File: src/rtl/axi_lite_pkg.sv
// Shared AXI4-Lite definitions: response codes, FSM encodings
// and the byte-offset width helper used by responders and initiators.
package axi_lite_pkg;

   localparam logic [1:0] RESP_OKAY   = 2'b00;
   localparam logic [1:0] RESP_SLVERR = 2'b10;

   typedef enum logic {
      W_IDLE = 1'b0,
      W_RESP = 1'b1
   } wr_state_e;

   typedef enum logic {
      R_IDLE = 1'b0,
      R_DATA = 1'b1
   } rd_state_e;

   // Number of address bits that select a byte within one data word
   function automatic int unsigned addr_lsb(input int unsigned data_w);
      return $clog2(data_w / 8);
   endfunction

endpackage

File: src/rtl/axi_lite_addr_dec.sv
// Word-index decoder for the register file: splits an AXI address
// into control, status or out-of-range regions.
module axi_lite_addr_dec
   import axi_lite_pkg::*;
#(
   parameter int ADDR_W = 32,
   parameter int DATA_W = 32,
   parameter int NUM_RW = 4,
   parameter int NUM_RO = 4,
   localparam int NREG  = NUM_RW + NUM_RO,
   localparam int IDX_W = (NREG > 1) ? $clog2(NREG) : 1
) (
   input  logic [ADDR_W-1:0] addr,
   output logic [IDX_W-1:0]  idx,
   output logic              is_rw,
   output logic              is_ro,
   output logic              err
);

   localparam int ALSB = addr_lsb(DATA_W);

   logic [ADDR_W-1:0] word;

   assign word  = addr >> ALSB;
   assign is_rw = (word < ADDR_W'(NUM_RW));
   assign is_ro = ~is_rw & (word < ADDR_W'(NREG));
   assign err   = ~(is_rw | is_ro);
   assign idx   = word[IDX_W-1:0];

endmodule

File: src/rtl/axi_lite_slv_regs.sv
// AXI4-Lite responder for the accelerator control/status registers.
// Write and read channels run independent FSMs.
module axi_lite_slv_regs
   import axi_lite_pkg::*;
#(
   parameter int C_S_AXI_ADDR_WIDTH = 32,
   parameter int C_S_AXI_DATA_WIDTH = 32,
   parameter int NUM_RW             = 4,
   parameter int NUM_RO             = 4
) (
   input  logic                                 ACLK,
   input  logic                                 ARESET,
   input  logic [C_S_AXI_ADDR_WIDTH-1:0]        S_AXI_AWADDR,
   input  logic [2:0]                           S_AXI_AWPROT,
   input  logic                                 S_AXI_AWVALID,
   output logic                                 S_AXI_AWREADY,
   input  logic [C_S_AXI_DATA_WIDTH-1:0]        S_AXI_WDATA,
   input  logic [C_S_AXI_DATA_WIDTH/8-1:0]      S_AXI_WSTRB,
   input  logic                                 S_AXI_WVALID,
   output logic                                 S_AXI_WREADY,
   output logic [1:0]                           S_AXI_BRESP,
   output logic                                 S_AXI_BVALID,
   input  logic                                 S_AXI_BREADY,
   input  logic [C_S_AXI_ADDR_WIDTH-1:0]        S_AXI_ARADDR,
   input  logic [2:0]                           S_AXI_ARPROT,
   input  logic                                 S_AXI_ARVALID,
   output logic                                 S_AXI_ARREADY,
   output logic [C_S_AXI_DATA_WIDTH-1:0]        S_AXI_RDATA,
   output logic [1:0]                           S_AXI_RRESP,
   output logic                                 S_AXI_RVALID,
   input  logic                                 S_AXI_RREADY,
   output logic [NUM_RW*C_S_AXI_DATA_WIDTH-1:0] ctrl_regs,
   input  logic [NUM_RO*C_S_AXI_DATA_WIDTH-1:0] status_regs,
   output logic [NUM_RW-1:0]                    reg_wr_strobe
);

   localparam int AW    = C_S_AXI_ADDR_WIDTH;
   localparam int DW    = C_S_AXI_DATA_WIDTH;
   localparam int SW    = DW / 8;
   localparam int NREG  = NUM_RW + NUM_RO;
   localparam int IDX_W = (NREG > 1) ? $clog2(NREG) : 1;

   wr_state_e w_state, w_next;
   rd_state_e r_state, r_next;

   logic           alive;
   logic           aw_held, w_held;
   logic [AW-1:0]  aw_addr;
   logic [DW-1:0]  w_data;
   logic [SW-1:0]  w_strb;

   logic aw_hs, w_hs, b_hs, ar_hs, r_hs, commit;

   logic [AW-1:0]    wr_addr;
   logic [DW-1:0]    wr_data;
   logic [SW-1:0]    wr_strb;
   logic [IDX_W-1:0] wr_idx, rd_idx;
   logic             wr_is_rw, wr_is_ro, wr_err;
   logic             rd_is_rw, rd_is_ro, rd_err;

   logic [DW-1:0]     regs [NUM_RW];
   logic [NUM_RW-1:0] strobe;
   logic [1:0]        bresp_q, rresp_q;
   logic [DW-1:0]     rdata_q;
   logic [DW-1:0]     rd_val;
   logic [1:0]        rd_resp;

   logic unused;
   assign unused = ^{S_AXI_AWPROT, S_AXI_ARPROT, wr_is_ro, wr_err, rd_err};

   assign aw_hs = S_AXI_AWVALID & S_AXI_AWREADY;
   assign w_hs  = S_AXI_WVALID & S_AXI_WREADY;
   assign b_hs  = S_AXI_BVALID & S_AXI_BREADY;
   assign ar_hs = S_AXI_ARVALID & S_AXI_ARREADY;
   assign r_hs  = S_AXI_RVALID & S_AXI_RREADY;

   // Commit fires on the edge that completes the later of AW and W
   assign commit = (w_state == W_IDLE)
                 & (aw_held | aw_hs)
                 & (w_held | w_hs);

   assign wr_addr = aw_held ? aw_addr : S_AXI_AWADDR;
   assign wr_data = w_held ? w_data : S_AXI_WDATA;
   assign wr_strb = w_held ? w_strb : S_AXI_WSTRB;

   axi_lite_addr_dec #(
      .ADDR_W (AW),
      .DATA_W (DW),
      .NUM_RW (NUM_RW),
      .NUM_RO (NUM_RO)
   ) u_wr_dec (
      .addr  (wr_addr),
      .idx   (wr_idx),
      .is_rw (wr_is_rw),
      .is_ro (wr_is_ro),
      .err   (wr_err)
   );

   axi_lite_addr_dec #(
      .ADDR_W (AW),
      .DATA_W (DW),
      .NUM_RW (NUM_RW),
      .NUM_RO (NUM_RO)
   ) u_rd_dec (
      .addr  (S_AXI_ARADDR),
      .idx   (rd_idx),
      .is_rw (rd_is_rw),
      .is_ro (rd_is_ro),
      .err   (rd_err)
   );

   // Keeps all readies low while reset is held
   always_ff @(posedge ACLK) begin
      if (ARESET) alive <= 1'b0;
      else        alive <= 1'b1;
   end

   // Write FSM state register
   always_ff @(posedge ACLK) begin
      if (ARESET) w_state <= W_IDLE;
      else        w_state <= w_next;
   end

   // Write FSM next state
   always_comb begin
      w_next = w_state;
      unique case (w_state)
         W_IDLE: if (commit) w_next = W_RESP;
         W_RESP: if (b_hs)   w_next = W_IDLE;
      endcase
   end

   // Write channel handshake outputs
   always_comb begin
      S_AXI_AWREADY = alive & (w_state == W_IDLE) & ~aw_held;
      S_AXI_WREADY  = alive & (w_state == W_IDLE) & ~w_held;
      S_AXI_BVALID  = (w_state == W_RESP);
   end

   // AW and W holding registers, released by the B handshake
   always_ff @(posedge ACLK) begin
      if (ARESET) begin
         aw_held <= 1'b0;
         w_held  <= 1'b0;
         aw_addr <= '0;
         w_data  <= '0;
         w_strb  <= '0;
      end else if (b_hs) begin
         aw_held <= 1'b0;
         w_held  <= 1'b0;
      end else begin
         if (aw_hs) begin
            aw_held <= 1'b1;
            aw_addr <= S_AXI_AWADDR;
         end
         if (w_hs) begin
            w_held <= 1'b1;
            w_data <= S_AXI_WDATA;
            w_strb <= S_AXI_WSTRB;
         end
      end
   end

   // Control register update, write strobe and write response
   always_ff @(posedge ACLK) begin
      if (ARESET) begin
         for (int i = 0; i < NUM_RW; i++) regs[i] <= '0;
         strobe  <= '0;
         bresp_q <= '0;
      end else begin
         strobe <= '0;
         if (commit) begin
            bresp_q <= wr_is_rw ? RESP_OKAY : RESP_SLVERR;
            for (int i = 0; i < NUM_RW; i++) begin
               if (wr_is_rw && wr_idx == IDX_W'(i)) begin
                  strobe[i] <= 1'b1;
                  for (int k = 0; k < SW; k++) begin
                     if (wr_strb[k])
                        regs[i][k*8 +: 8] <= wr_data[k*8 +: 8];
                  end
               end
            end
         end
      end
   end

   // Read FSM state register
   always_ff @(posedge ACLK) begin
      if (ARESET) r_state <= R_IDLE;
      else        r_state <= r_next;
   end

   // Read FSM next state
   always_comb begin
      r_next = r_state;
      unique case (r_state)
         R_IDLE: if (ar_hs) r_next = R_DATA;
         R_DATA: if (r_hs)  r_next = R_IDLE;
      endcase
   end

   // Read channel handshake outputs
   always_comb begin
      S_AXI_ARREADY = alive & (r_state == R_IDLE);
      S_AXI_RVALID  = (r_state == R_DATA);
   end

   // Read mux over control and status registers
   always_comb begin
      rd_val  = '0;
      rd_resp = RESP_SLVERR;
      if (rd_is_rw) begin
         rd_resp = RESP_OKAY;
         for (int i = 0; i < NUM_RW; i++)
            if (rd_idx == IDX_W'(i)) rd_val = regs[i];
      end else if (rd_is_ro) begin
         rd_resp = RESP_OKAY;
         for (int j = 0; j < NUM_RO; j++)
            if (rd_idx == IDX_W'(NUM_RW + j))
               rd_val = status_regs[j*DW +: DW];
      end
   end

   // Read data captured at the AR handshake and held while valid
   always_ff @(posedge ACLK) begin
      if (ARESET) begin
         rdata_q <= '0;
         rresp_q <= '0;
      end else if (ar_hs) begin
         rdata_q <= rd_val;
         rresp_q <= rd_resp;
      end
   end

   for (genvar i = 0; i < NUM_RW; i++) begin : g_ctrl
      assign ctrl_regs[i*DW +: DW] = regs[i];
   end

   assign S_AXI_BRESP   = bresp_q;
   assign S_AXI_RDATA   = rdata_q;
   assign S_AXI_RRESP   = rresp_q;
   assign reg_wr_strobe = strobe;

endmodule
File: config.mk
export PLATFORM = sky130hd
export DESIGN_NAME = axi_lite_slv_regs
export DESIGN_NICKNAME = d
export VERILOG_FILES = /design/src/rtl/axi_lite_pkg.sv /design/src/rtl/axi_lite_addr_dec.sv /design/src/rtl/axi_lite_slv_regs.sv
export SDC_FILE = /design/constraint.sdc
export NUM_CORES = 1
export LEC_CHECK = 0
export CORE_MARGIN = 4
export CORE_UTILIZATION = 40
export CTS_BUF_LIST = sky130_fd_sc_hd__clkbuf_2
export DETAILED_ROUTE_END_ITERATION = 7
export PLACE_DENSITY = 0.76
export SLEW_MARGIN = 10
export SYNTH_ARGS = -nofsm -noshare
export SYNTH_HDL_FRONTEND = slang
export SYNTH_SLANG_ARGS = --single-unit
File: constraint.sdc
create_clock -name ACLK -period 3.9 [get_ports ACLK]
set_input_delay 0.585 -clock ACLK [delete_from_list [all_inputs] [get_ports ACLK]]
set_output_delay 0.585 -clock ACLK [all_outputs]
set_load 0.02 [all_outputs]
==> flow_summary.json, run 1 <==
{
  "dieArea_um2": 31100,
  "ir_worst_vdd_uv": 213,
  "max-cap-violations": 0,
  "startpoint_type": "flop",
  "crit_chain": "nor4b_1 -> nand4_1 -> a221o_4 -> o41ai_1 -> buf_4",
  "fin_crit_ns": 3.11,
  "netlist_area_um2": 11300,
  "h-tree-depth": 2,
  "drtIter0Drc": 694,
  "yosys.area.top_type_share_pct": 33.9,
  "hpwl_um": 29400,
  "fillers": 2310,
  "critPathMaxStageDelay_ns": 0.74,
  "ant_nets": 0,
  "yosys_warnings": 0,
  "final_util_pct": 58.8,
  "whs_path_depth": 3,
  "cts-hold-fix-buffers": 0,
  "crit_path_top_delay_cell": "dfxtp_1",
  "die_height_um": 176,
  "wire_per_inst_um": 21.6,
  "postCtsSetupRepairBufs": 0,
  "portBuffers": 401,
  "post_cts_resized": 0,
  "dr.pass1.iters": 5,
  "vias": 10000,
  "cts_sinks": 237,
  "grt_antenna_before_repair": 1,
  "start_util_pct": 40.7,
  "clkLatencyLatePin_ns": 0.81,
  "critPathRequiredTime_ns": 4.40,
  "leakagePower_nw": 5.57,
  "r2r_cells": 5,
  "cts_tree": "yes",
  "hold_viol_final": 0,
  "cp.arrival_ns": 3.61,
  "yosysSeqAreaShare_pct": 53.2,
  "fin_nets": 1633,
  "via_per_inst": 5.51,
  "synth_area_leaders": "edfxtp_1, dfxtp_1, mux4_2",
  "num_rows": 61,
  "slew_headroom_pct": 26.6,
  "num_io_pins": 414,
  "gr-total-overflow": 0,
  "grt_max_degree": 68,
  "hold_start": "S_AXI_AWADDR[18]",
  "area_delta_synth_final_pct": 44.6,
  "wl_um": 39300,
  "worstMarginPinSlew_ns": 1.10,
  "grt_pass1_wl_um": 58600,
  "layout_common_cells": "clkdlybuf4s50_1, nand2_1, nor3_1, edfxtp_1, dfxtp_1",
  "fin_skew_ns": 0.0468,
  "timing.fmax_mhz": 321,
  "r2r_end": "regs[2][31]$_SDFFCE_PN0P_",
  "ys_seq_elements": 237,
  "mostFrequentLayoutCell": "clkdlybuf4s50_1",
  "yosysUniqueCellTypes": 40,
  "core_um2": 27900,
  "avgSynthCellArea_um2": 11.4,
  "syn_inst": 990,
  "clk_path_buf_depth": 3,
  "min_period_over_period_pct": 79.8,
  "drive_gt1_share_pct": 17.8,
  "timing.rr.start": "aw_held$_SDFFE_PP0P_",
  "r2r_slack_ns": 0.79,
  "synth_top_area_cell": "edfxtp_1",
  "drcViolationCount": 0,
  "crit_fanout": 67,
  "gp_congestion": 0.888,
  "holdPathEnd": "aw_addr[18]$_SDFFE_PP0P_",
  "end_kind": "flop",
  "tns_ns": 0,
  "grt_pass1_vias": 9829,
  "die_x_um": 176,
  "status": "complete, no violations",
  "cts_root_buffer": "clkbuf_2",
  "grt.total_usage_pct": 24.3,
  "setup_viol": 0,
  "cts-buffers-inserted": 59,
  "slew_violations": 0,
  "clk_pin_slew_ns": 0.10,
  "hold_path_class": "in2reg",
  "path_class": "reg2reg",
  "p_per_area_nw_per_um2": 332,
  "rsz0062_at_grt": "no"
}
-- registers in the layout (all words and copies together), names as in the netlist, 4 cells and up --
| name | cells |
|---|---|
| reg_wr_strobe | 4 |
| regs | 128 |
| S_AXI_RDATA | 32 |
| aw_addr | 30 |
| w_strb | 4 |
| w_data | 32 |
-- cell type report --
type                    count  area, um^2  area share (%)
inverters                   4        15.0          0.0916
repair buffers            437        4290            26.2
clock buffers              96         480            2.93
well taps                 378         473            2.89
diodes                      2        5.00          0.0305
flip-flops and latches    237        6030            36.8
clock inverters            15        83.8           0.512
multi-input cells         653        5010            30.6
-- where the power goes --
part	total [mW]	leakage [nW]	switching [mW]	internal, mW
Sequential	2.77	2.21	0.0636	2.71
Clock	1.70	0.440	0.987	0.712
Combinational	0.965	2.92	0.456	0.509
Total	5.43	5.57	1.51	3.93
-- Yosys cell counts (all sizes together) --
cell,number
nand2b,3
nor4b,2
nor2b,1
mux4,64
nor4,16
o32ai,2
dfxtp,109
a221o,1
o221a,1
nor3b,2
nand2,174
o21a,2
mux2,33
nand4,3
clkinv,1
o21ai,1
and4b,1
inv,3
nor3,137
mux2i,36
and2,3
o211ai,33
or4,2
o2bb2ai,32
nand3,2
o22ai,2
a21oi,71
nor2,10
o41ai,16
edfxtp,128
clkbuf,73
buf,24
conb,1
or3,1
-- metal layers --
metal	track usage, %	vias up	routed length [um]
met1	31.0	4794	15000
met2	40.1	548	18900
li1	-	4621	-
met3	7.07	70	4300
met5	0	-	0
met4	7.41	0	1150
-- cell families after synthesis --
family | after synthesis | synth area share, %
simple gates | 357 | 14.4
mux | 133 | 19.2
other cells | 1 | 0.0331
flops | 237 | 53.2
compound gates | 161 | 9.66
buf+inv | 101 | 3.50
-- worst max-delay path by stage --
stage,start,endpoint,slack (ns),cells past startpoint
after floorplan,S_AXI_AWADDR[19],regs[2][10]$_SDFFCE_PN0P_,0.60,5
after global placement,S_AXI_AWADDR[12],regs[2][28]$_SDFFCE_PN0P_,0.55,6
after detailed placement,S_AXI_AWADDR[12],regs[2][28]$_SDFFCE_PN0P_,0.55,6
after CTS,aw_held$_SDFFE_PP0P_,regs[2][31]$_SDFFCE_PN0P_,0.80,5
after global routing,aw_held$_SDFFE_PP0P_,regs[2][6]$_SDFFCE_PN0P_,0.63,5
final,aw_held$_SDFFE_PP0P_,regs[2][31]$_SDFFCE_PN0P_,0.79,5
-- metrics by stage --
step                      worst slack [ns]  power (mW)  std cells  hold slack (ns)  cell area [um^2]
after floorplan                      0.601        3.28        991            0.432             11300
after global placement               0.554        3.77       1709            0.438             15800
after detailed placement             0.550        3.79       1709            0.445             15800
after CTS                            0.800        5.48       1820            0.251             16400
after global routing                 0.631        5.69       1822            0.275             16400
final                                0.787        5.43       1822            0.343             16400
-- critical path: cells and delay by family, from the launching register on --
family,cells,cell delay [ns]
and+or+nand+nor,2,0.57
DFF,1,0.74
buffers and inverters,1,0.26
AOI/OAI and AO/OA,2,1.19
No activity file was read; power rests on OpenSTA's default activity.
==> inputs of run 2 (changes only) <==
--- a/config.mk
+++ b/config.mk
@@ -9,7 +9,7 @@
 export CORE_UTILIZATION = 40
 export CTS_BUF_LIST = sky130_fd_sc_hd__clkbuf_2
 export DETAILED_ROUTE_END_ITERATION = 7
-export PLACE_DENSITY = 0.76
+export PLACE_DENSITY = 0.79
 export SLEW_MARGIN = 10
 export SYNTH_ARGS = -nofsm -noshare
 export SYNTH_HDL_FRONTEND = slang
==> constraint.sdc (replaced) <==
create_clock -name ACLK -period 2.72 [get_ports ACLK]
set_input_delay 0.408 -clock ACLK [delete_from_list [all_inputs] [get_ports ACLK]]
set_output_delay 0.408 -clock ACLK [all_outputs]
set_load 0.02 [all_outputs]
==> run 2 against run 1 <==
Total power increased by 43%. Utilization rose by 0.92 points. Global-route usage about the same. Worst setup slack got worse by 0.60 ns. Cell count is 1.3% higher. Hold slack worse by 0.21 ns. Sequential power rose by 43%. Register-to-register slack worse by 0.60 ns. Sequential cell count unchanged. Combinational power grew 47%.
==> flow_summary.json, run 2 (same netlist as run 1, synthesis figures left out) <==
{
  "clkLatencyLatePin_ns": 0.85,
  "path_buf_inv": 1,
  "gr-total-overflow": 0,
  "grt_pass1_wl_um": 58800,
  "drcViolationCount": 0,
  "via_per_inst": 5.51,
  "cts-buffers-inserted": 58,
  "cts_sinks": 237,
  "fin_nets": 1656,
  "clk_pin_slew_ns": 0.10,
  "vias": 10200,
  "dr.pass1.iters": 5,
  "dpl_cell_area_um2": 16100,
  "die_height_um": 176,
  "setup_ws_ns": 0.188,
  "path_class": "reg2reg",
  "p_per_area_nw_per_um2": 467,
  "hold_viol_final": 0,
  "critPathMaxStageDelay_ns": 0.61,
  "num_rows": 61,
  "ir_worst_vdd_uv": 321,
  "end_kind": "flop",
  "grt_pass1_vias": 10200,
  "fin_hold_ws_ns": 0.133,
  "drtIter0Drc": 728,
  "switching_share_pct": 28.2,
  "hpwl_um": 30500,
  "core_um2": 27900,
  "design_area_um2": 16600,
  "combPwrFrac_pct": 18.3,
  "path_depth": 5,
  "fin_skew_ns": 0.0652,
  "dp_slack_ns": -0.263,
  "startpoint_type": "flop",
  "wire_per_inst_um": 21.3,
  "largest_reg_flops": 128,
  "regMostFlops": "regs",
  "whs_path_depth": 3,
  "portBuffers": 401,
  "cp.arrival_ns": 3.04,
  "timing.fmax_mhz": 395,
  "fin_crit_ns": 2.53,
  "h-tree-depth": 2,
  "rsz0062_at_grt": "yes",
  "grt_max_degree": 66,
  "wl_um": 39400,
  "cts_tree": "yes",
  "total_power_mw": 7.76,
  "worstMarginPinSlew_ns": 1.14,
  "p_int_mw": 5.57,
  "r2r_cells": 5,
  "switchingPower_mw": 2.19,
  "cts_root_buffer": "clkbuf_2",
  "status": "complete, no violations",
  "gp_congestion": 0.878,
  "dieArea_um2": 31100,
  "mostFrequentLayoutCell": "clkdlybuf4s50_1",
  "slew_violations": 0,
  "crit_chain": "nor4b_1 -> nand4_1 -> a221o_4 -> o41ai_1 -> buf_4",
  "hold_path_class": "in2reg",
  "grt.total_usage_pct": 24.2,
  "path_delay_family": "compound AO/OA/AOI/OAI gates",
  "min_period_over_period_pct": 93.1,
  "leakagePower_nw": 5.75,
  "drive_gt1_share_pct": 18.8,
  "grt_antenna_before_repair": 3,
  "tns_ns": 0,
  "start_util_pct": 40.7,
  "ant_nets": 0,
  "postCtsSetupRepairBufs": 0,
  "slew_headroom_pct": 24.0,
  "clk_path_buf_depth": 3,
  "fillers": 2278,
  "seqPwrFrac_pct": 51.1,
  "max-cap-violations": 0,
  "pwr-share-clk_pct": 30.6,
  "layout_common_cells": "clkdlybuf4s50_1, nand2_1, nor3_1, edfxtp_1, dfxtp_1",
  "num_io_pins": 414,
  "die_x_um": 176,
  "area_delta_synth_final_pct": 46.9,
  "crit_fanout": 21,
  "critPathRequiredTime_ns": 3.23,
  "crit_path_top_delay_cell": "a221o_4",
  "setup_viol": 0
}
[run 2: cell count changes in the layout (fill, tap and decap cells not counted), moves of 2 or more]
cell | before | now
clkinv_2 | 1 | 5
clkdlybuf4s50_1 | 397 | 394
buf_4 | 35 | 55
o41ai_2 | 10 | 8
clkbuf_2 | 96 | 84
dlygate4sd2_1 | 0 | 2
buf_12 | 2 | 5
o41ai_4 | 0 | 3
clkinv_1 | 13 | 19
[run 2: area by class of cell]
type	instances	area [um^2]	share of cell area, %
well taps	378	473	2.84
diodes	2	5.00	0.0301
flip-flops and latches	237	6030	36.2
clock inverters	26	130	0.782
multi-input cells	653	5060	30.4
inverters	4	15.0	0.0902
clock buffers	84	420	2.53
repair buffers	461	4510	27.1
[run 2: what timing repair did]
item / in CTS / in global routing
resized for setup: 3 / 1
hold buffers: 1 / 0
endpoints found under the hold margin: 10 / 0
pin swaps: 0 / 0
endpoints found under the setup margin: 2 / 15
[run 2: metrics by stage]
step,cells,utilization [%]
after floorplan,991,-
after global placement,1732,57.7
after detailed placement,1732,57.7
after CTS,1843,59.7
after global routing,1845,59.7
final,1845,59.7
[run 2: per-layer routing]
metal / GRT usage (%) / share of wire, % / wire length (um) / up-vias
met3: 7.43 / 10 / 4040 / 75
met4: 7.70 / 2.6 / 1010 / 2
met2: 40.6 / 49 / 19200 / 516
met5: 0 / 0.030 / 12 / -
met1: 30.1 / 38 / 15100 / 4905
li1: - / - / - / 4670
[run 2: power by group through the flow]
stage                     combinational [mW]  clock [mW]  sequential, mW
after global routing                    1.51        2.63            3.98
after floorplan                        0.607           0            4.11
final                                   1.42        2.37            3.97
after detailed placement                1.42           0            4.05
after CTS                               1.42        2.43            3.97
after global placement                  1.40           0            4.04
[run 2: worst register-to-register path, delay by kind of cell (launching register included)]
kind	cells	cell delay (ns)
AOI/OAI and AO/OA	2	1.06
DFF	1	0.47
and+or+nand+nor	2	0.42
buffers and inverters	1	0.24
[run 2: path summary, 6_finish.rpt]
kind	to	slack (ns)	startpoint
setup / recovery	regs[3][6]$_SDFFCE_PN0P_	0.19	aw_held$_SDFFE_PP0P_
setup reg to reg	regs[3][6]$_SDFFCE_PN0P_	0.19	aw_held$_SDFFE_PP0P_
hold reg to reg	w_data[30]$_SDFFE_PP0P_	0.46	w_data[30]$_SDFFE_PP0P_
hold / removal	aw_addr[18]$_SDFFE_PP0P_	0.13	S_AXI_AWADDR[18]
